## src/rtl/waveform_mixer.sv

```systemverilog
// rtl/waveform_mixer.sv - six-channel gain-weighted mixer with saturated, registered 8-bit output
// Define WAVEFORM_MIXER_ROUND_EN to select round-half-up scaling instead of truncation.
module waveform_mixer (
  input  logic       clk,
  input  logic       rst,
  input  logic [7:0] square_in,
  input  logic [7:0] sawtooth_in,
  input  logic [7:0] triangle_in,
  input  logic [7:0] sine_in,
  input  logic [7:0] noise_in,
  input  logic [7:0] wavetable_in,
  input  logic [7:0] gain_square,
  input  logic [7:0] gain_sawtooth,
  input  logic [7:0] gain_triangle,
  input  logic [7:0] gain_sine,
  input  logic [7:0] gain_noise,
  input  logic [7:0] gain_wavetable,
  output logic [7:0] mixed_out
);

  logic [15:0] p_square, p_sawtooth, p_triangle, p_sine, p_noise, p_wavetable;
  logic [18:0] sum;
  logic [18:0] scaled_sum;
  logic [10:0] q;
  logic [7:0]  sat;

  assign p_square    = square_in    * gain_square;
  assign p_sawtooth  = sawtooth_in  * gain_sawtooth;
  assign p_triangle  = triangle_in  * gain_triangle;
  assign p_sine      = sine_in      * gain_sine;
  assign p_noise     = noise_in     * gain_noise;
  assign p_wavetable = wavetable_in * gain_wavetable;

  // 19 bits hold 6 * 65025 + 128 without wrapping.
  assign sum = {3'b000, p_square} + {3'b000, p_sawtooth} + {3'b000, p_triangle}
             + {3'b000, p_sine} + {3'b000, p_noise} + {3'b000, p_wavetable};

`ifdef WAVEFORM_MIXER_ROUND_EN
  assign scaled_sum = sum + 19'd128;
`else
  assign scaled_sum = sum;
`endif

  assign q   = scaled_sum[18:8];
  assign sat = (q > 11'd255) ? 8'hFF : q[7:0];

  always_ff @(posedge clk or posedge rst) begin
    if (rst) mixed_out <= 8'h00;
    else     mixed_out <= sat;
  end

endmodule

```

## config.mk

```make
export PLATFORM = sky130hd
export DESIGN_NAME = waveform_mixer
export DESIGN_NICKNAME = d
export VERILOG_FILES = /design/src/rtl/waveform_mixer.sv
export SDC_FILE = /design/constraint.sdc
export NUM_CORES = 1
export LEC_CHECK = 0
export ABC_AREA = 1
export CELL_PAD_IN_SITES_DETAIL_PLACEMENT = 1
export CELL_PAD_IN_SITES_GLOBAL_PLACEMENT = 1
export CORE_UTILIZATION = 47
export CTS_BUF_LIST = sky130_fd_sc_hd__clkbuf_4 sky130_fd_sc_hd__clkbuf_8
export CTS_CLUSTER_SIZE = 12
export DETAILED_ROUTE_END_ITERATION = 16
export PLACE_DENSITY = 0.93
export SLEW_MARGIN = 20
export SYNTH_ARGS = -nofsm -noshare
export SYNTH_HDL_FRONTEND = slang
export SYNTH_SLANG_ARGS = --single-unit
```

## constraint.sdc

```tcl
create_clock -name clk -period 0.8 [get_ports clk]
set_input_delay 0.16 -clock clk [delete_from_list [all_inputs] [get_ports clk]]
set_output_delay 0.16 -clock clk [all_outputs]
set_load 0.05 [all_outputs]
```

==> results.md, run 1 <==
* Status: complete, but fails checks
* Failing checks: negative setup slack
* Cell with the most instances after synthesis: inv_1
* Top reg by flops: mixed_out
* Crit-path slowest cell: fa_2
* Met3 Use GR at 0.120
* Multi-input logic area at approximately 0.012 mm2
* Syn Nets at around 2.5k
* Post-route insts no fill at 2492
* Row count at 64
* CP Launch Type: input port
* Detailed-route via count at roughly 15k
* Nets@finish at roughly 2.7k
* Final Setup Violations at 16
* CTS buffer count at 3
* Total wire length at approximately 82000 um
* Layout cells sized above 1 at 0.234
* Post-synth EDFFs at 0
* Worst-Margin Slew at a little under 600 ps
* Drt first pass iters at 7
* Arr. time, crit path at between 7000 and 8000 ps
* Max Cap Viol at 0
* Fmax at 0.129 GHz
* Seq cells post-synth at 8
* Iteration-0 DRC Markers at about 2.3k
* GRT Residual Overflow at 0
* Placer Congestion at just over 0.9
* Hold_ws at approximately 170 ps
* Most used routing layer: met2
* Vias in the first global route at 17.0k
* Fin. max-slew vios at 0
* Cts hold-fix bufs at 0
* Ranking of synthesized cells by area: fa_1, inv_1, ha_1, nand2_1, clkbuf_1
* Yosys warnings at 0
* Crit-path max FO at 8
* Gate Count Post-Synth at roughly 1.9k
* Largest regs: mixed_out (8)
* Area share of the largest cell type after synthesis at 0.480
* Total Die Area at between 0.03 and 0.04 mm2
* CP max stage delay at 730 ps
* Synth cell count leaders: inv_1, nand2_1, fa_1
* Slew headroom at 0.609
* IO Count at between 100 and 150
* RSZ-0062 raised after global routing: yes
* Starting density of the core at 0.477
* Clk buf depth at 2
* Final setup margin at -6970 ps
* DR vias/cell at 6.16
* Most used DFF post-synth: dfrtp_1
* Netlist cell types at 29
* CP delay by family, top: adder cells
* Fin crit share at 9.71
* Largest net degree at the start of global routing at 9
* Largest area contributor in the netlist: fa_1
* Antenna violations before repair at 3
* Final core occ at 0.594
* Reg clk slew, reported paths at about 40 ps
* Drt wl/cell at ~33 um
* GRT met1 Usage at 0.509
* Final HPWL DP at 49200 um
* First-pass GRT wire length at 104000 um
* P&R area growth vs syn at 24.5%
* Total track usage at 0.459
* FILL cells at ~3.7k
* CP bufs+invs at 8
* Critical Path RT at slightly below 900 ps
* Post-synthesis instance area at between 0.01 and 0.015 mm2
* Post-synthesis sequential area ratio at 0.0137
* CTS tree: done
* Avg Cell Area, Syn at 7.82 um2
* Final hold violations at 0
* Die span in x at 178 um
* Tmin final at 7770 ps
* CP Class: in2reg
* Die height at between 150 and 200 um
* Largest register FFs at 8
* Port Buf Inserts at 105
* Sequential Area at about 200 um2
* Placed instance count at ~2.4k
* Min-Delay Path Class: in2async
* # DRC at 0
* Core Region at just over 0.03 mm2
* Root Driver: clkbuf_8
* Most used cell, CP: fa_2
* H-tree depth at 1
* Met2 Usage GRT at 0.742
* FFs w/ async S/R, synth at 1.00
* Worst setup EP type: flip-flop
* Clock sinks at 8
* Post-DRT Antenna Nets at 0
worst max-delay path by stage:
stage / start / endpoint / slack (ps) / depth (start not counted)
floorplan: wavetable_in[5] / mixed_out[0] / -5370 / 25
global placement: gain_noise[2] / mixed_out[1] / -6270 / 26
detailed placement: gain_noise[2] / mixed_out[7] / -6810 / 27
CTS: sine_in[2] / mixed_out[7] / -5940 / 28
global route: noise_in[4] / mixed_out[1] / -6940 / 26
finish: noise_in[3] / mixed_out[1] / -6970 / 29
final cells by class:
class,count,share of cell area
Inverter,725,0.150
Sequential cell,8,0.0110
Timing Repair Buffer,318,0.149
Clock buffer,3,0.00227
Tap cell,396,0.0273
Antenna cell,3,0.000413
Multi-Input combinational cell,1039,0.660
per-layer routing:
metal	up-vias	part of all wire
li1	5468	-
met2	1718	0.43
met1	7369	0.31
met4	2	0.12
met5	-	0.00072
met3	789	0.14
logic make-up after synthesis:
logic type / count (synthesis) / share of synthesized area
AO/OA/AOI/OAI: 25 / 0.00994
XOR/XNOR: 6 / 0.00360
adder cells (fa/ha/maj): 526 / 0.631
AND/OR/NAND/NOR: 482 / 0.130
flip-flops: 8 / 0.0137
buffers and inverters: 821 / 0.212
repair_timing:
action,in CTS,in global routing
pin swaps,113,56
resized for setup,457,92
buffers inserted,33,7
setup endpoints to repair,16,16
through the flow:
step           setup TNS (ps)  setup WS, ps  cell area [um2]
5_1_grt                -56500         -6940            18200
4_1_cts                -48490         -5940            17900
3_5_place_dp           -54320         -6810            17300
2_1_floorplan          -42910         -5370            15000
6_report               -56520         -6970            18200
3_3_place_gp           -50160         -6270            17300
cell usage in the layout (no fill, tap or decap), types with 2 or more instances in the layout:
cell type	count
a21oi_1	6
nand2_1	389
nand2_2	35
nand3_2	6
dlygate4sd2_1	16
nand3_4	2
buf_4	187
inv_1	676
nor2_4	4
nand3_1	7
clkdlybuf4s50_1	6
a21oi_4	6
nand2_4	14
buf_2	34
nor2_1	8
ha_4	12
dfrtp_1	8
inv_2	46
nor2_2	8
xor2_1	4
buf_8	5
fa_1	302
fa_2	48
clkinvlp_4	3
a21o_1	2
buf_12	9
clkdlybuf4s15_1	8
clkdlybuf4s15_2	20
o21ai_0	2
nand3b_1	2
ha_1	163
clkbuf_8	3
diode_2	3
nand2_8	2
a21oi_2	3
buf_6	32
Power of run 1 is not shown: default switching activity piles up to over one toggle a cycle in this logic, so the estimate is an artifact.
==> run 2: changes to the inputs <==
Settings changed: CORE_MARGIN from default to 2.
==> run 2 against run 1 <==
  * The flow still finishes with violations (negative setup slack)
  * Via count is 1.3% lower
  * Non-clock buffer count is 5 lower
  * Critical path type unchanged
  * Critical endpoint is now mixed_out[7]
  * Fmax is 4.0% higher
  * Critical path depth is 5 lower
  * Sequential share of layout area hardly changed
  * Routed wire length is 0.18% lower
  * Count of clock-buffer cells in the layout stayed put
  * Die area is 2.3% higher
  * First-iteration DRC count is 4.8% lower
==> results.md, run 2 (synthesis results as in run 1) <==
* Status: complete, but fails checks
* Failing checks: negative setup slack
* Multi-input logic area at roughly 0.012 mm2
* Core Region at around 0.03 mm2
* # DRC at 0
* Min-Delay Path Class: in2async
* Total Die Area at 0.0325 mm2
* Worst-Margin Slew at 436 ps
* Placed instance count at between 2k and 2.5k
* Vias in the first global route at roughly 17k
* Nets@finish at approximately 2.7k
* H-tree depth at 1
* Iteration-0 DRC Markers at about 2.2k
* Post-route insts no fill at between 2k and 2.5k
* Most frequent cells in the layout: inv_1, nand2_1, fa_1
* CP delay by family, top: adder cells
* Final hold violations at 0
* Worst-path cell chain: clkdlybuf4s18_2 > nand2_1 > fa_1 > fa_1 > inv_1 > fa_1 > inv_1 > fa_2 > fa_1 > inv_1 > fa_1 > fa_2 > fa_1 > fa_1 > ha_4 > a21oi_4 > buf_4 > nand2_4 > a21oi_4 > nand2_1 > nand2_1 > nand2_1 > inv_1 > nand3_2
* Drt first pass iters at 7
* DR vias/cell at around 6
* Post-DRT Antenna Nets at 0
* Clk buf depth at 2
* Largest register FFs at 8
* Most used cell, CP: fa_1
* Port Buf Inserts at between 100 and 150
* Root Driver: clkbuf_8
* Slew headroom at 0.708
* Commonest non-fill, non-tap cell in the layout: inv_1
* Hold_ws at roughly 180 ps
* FILL cells at 3682
* Total track usage at 0.438
* Top reg by flops: mixed_out
* GRT Residual Overflow at 0
* CP Class: in2reg
* Antenna violations before repair at 1
* Reg clk slew, reported paths at 50 ps
* Largest regs: mixed_out (8)
* Starting density of the core at 0.477
* Total wire length at 82100 um
* Tmin final at about 7500 ps
* Clock sinks at 8
* Critical Path RT at 890 ps
* IO Count at between 100 and 150
* CP max stage delay at ~600 ps
* CP Launch Type: input port
* CP bufs+invs at 6
* Sequential Area at approximately 200 um2
* Final Setup Violations at 16
* Max Cap Viol at 0
* Crit-path max FO at 6
* Crit-path slowest cell: fa_2
* CTS tree: done
* Fin. max-slew vios at 0
* Largest net degree at the start of global routing at 9
* First-pass GRT wire length at ~110000 um
* Placer Congestion at about 0.9
* Layout cells sized above 1 at 0.268
* Final setup margin at -6670 ps
* Pre-CTS WS at -6770 ps
* Row count at 64
* Drt wl/cell at 33.1 um
* P&R area growth vs syn at 25.0%
* Final HPWL DP at around 50000 um
* Die height at about 180 um
* Die span in x at ~180 um
* Arr. time, crit path at about 7600 ps
* CTS buffer count at 3
* Fin crit share at 9.34
* Detailed-route via count at about 15k
* Worst setup EP type: flip-flop
* RSZ-0062 raised after global routing: yes
* Fmax at 0.134 GHz
[run 2: changes by cell type in the layout (fill, tap and decap cells not counted), sizes merged]
cell	previous run	this run
diode	3	1
clkdlybuf4s15	28	11
buf	267	266
clkinvlp	3	0
inv	722	725
clkdlybuf4s18	0	1
clkbuf	4	21
clkdlybuf4s50	6	5
dlygate4sd2	16	12
[run 2: area by class of cell]
| class | instances | area share |
|---|---|---|
| Sequential cell | 8 | 0.0110 |
| Antenna cell | 1 | 0.000137 |
| Tap cell | 396 | 0.0272 |
| Timing Repair Buffer | 313 | 0.142 |
| Clock buffer | 3 | 0.00226 |
| Inverter | 725 | 0.150 |
| Multi-Input combinational cell | 1039 | 0.668 |
[run 2: through the flow]
stage / util / TNS, ps / cell area [um2]
3_5_place_dp: 0.567 / -54010 / 17300
3_3_place_gp: 0.567 / -49840 / 17300
6_report: 0.596 / -53920 / 18200
4_1_cts: 0.585 / -47860 / 17900
2_1_floorplan: - / -42910 / 15000
5_1_grt: 0.596 / -54090 / 18200
[run 2: repair_timing]
| action | 4_1_cts | 5_1_grt |
|---|---|---|
| endpoints found under the setup margin | 16 | 16 |
| resized for setup | 446 | 217 |
| hold buffers | 0 | 0 |
| pin swaps | 126 | 117 |
| buffers inserted | 18 | 14 |
[run 2: metal layers]
layer / GRT usage / share of wire / wire length, um
met5: 0 / 0 / 0
met3: 0.103 / 0.12 / 10100
met4: 0.372 / 0.13 / 10600
met2: 0.717 / 0.44 / 35700
met1: 0.482 / 0.31 / 25700
[run 2: worst max path at each step]
stage	end	cells after the start	slack [ps]	start
after floorplan	mixed_out[0]	25	-5370	wavetable_in[5]
after global placement	mixed_out[0]	25	-6250	gain_noise[2]
after detailed placement	mixed_out[7]	24	-6770	gain_wavetable[5]
after CTS	mixed_out[7]	28	-5840	gain_noise[4]
after global routing	mixed_out[7]	24	-6640	gain_square[5]
final	mixed_out[7]	24	-6670	gain_square[5]
Power of run 2 is left out for the same reason.
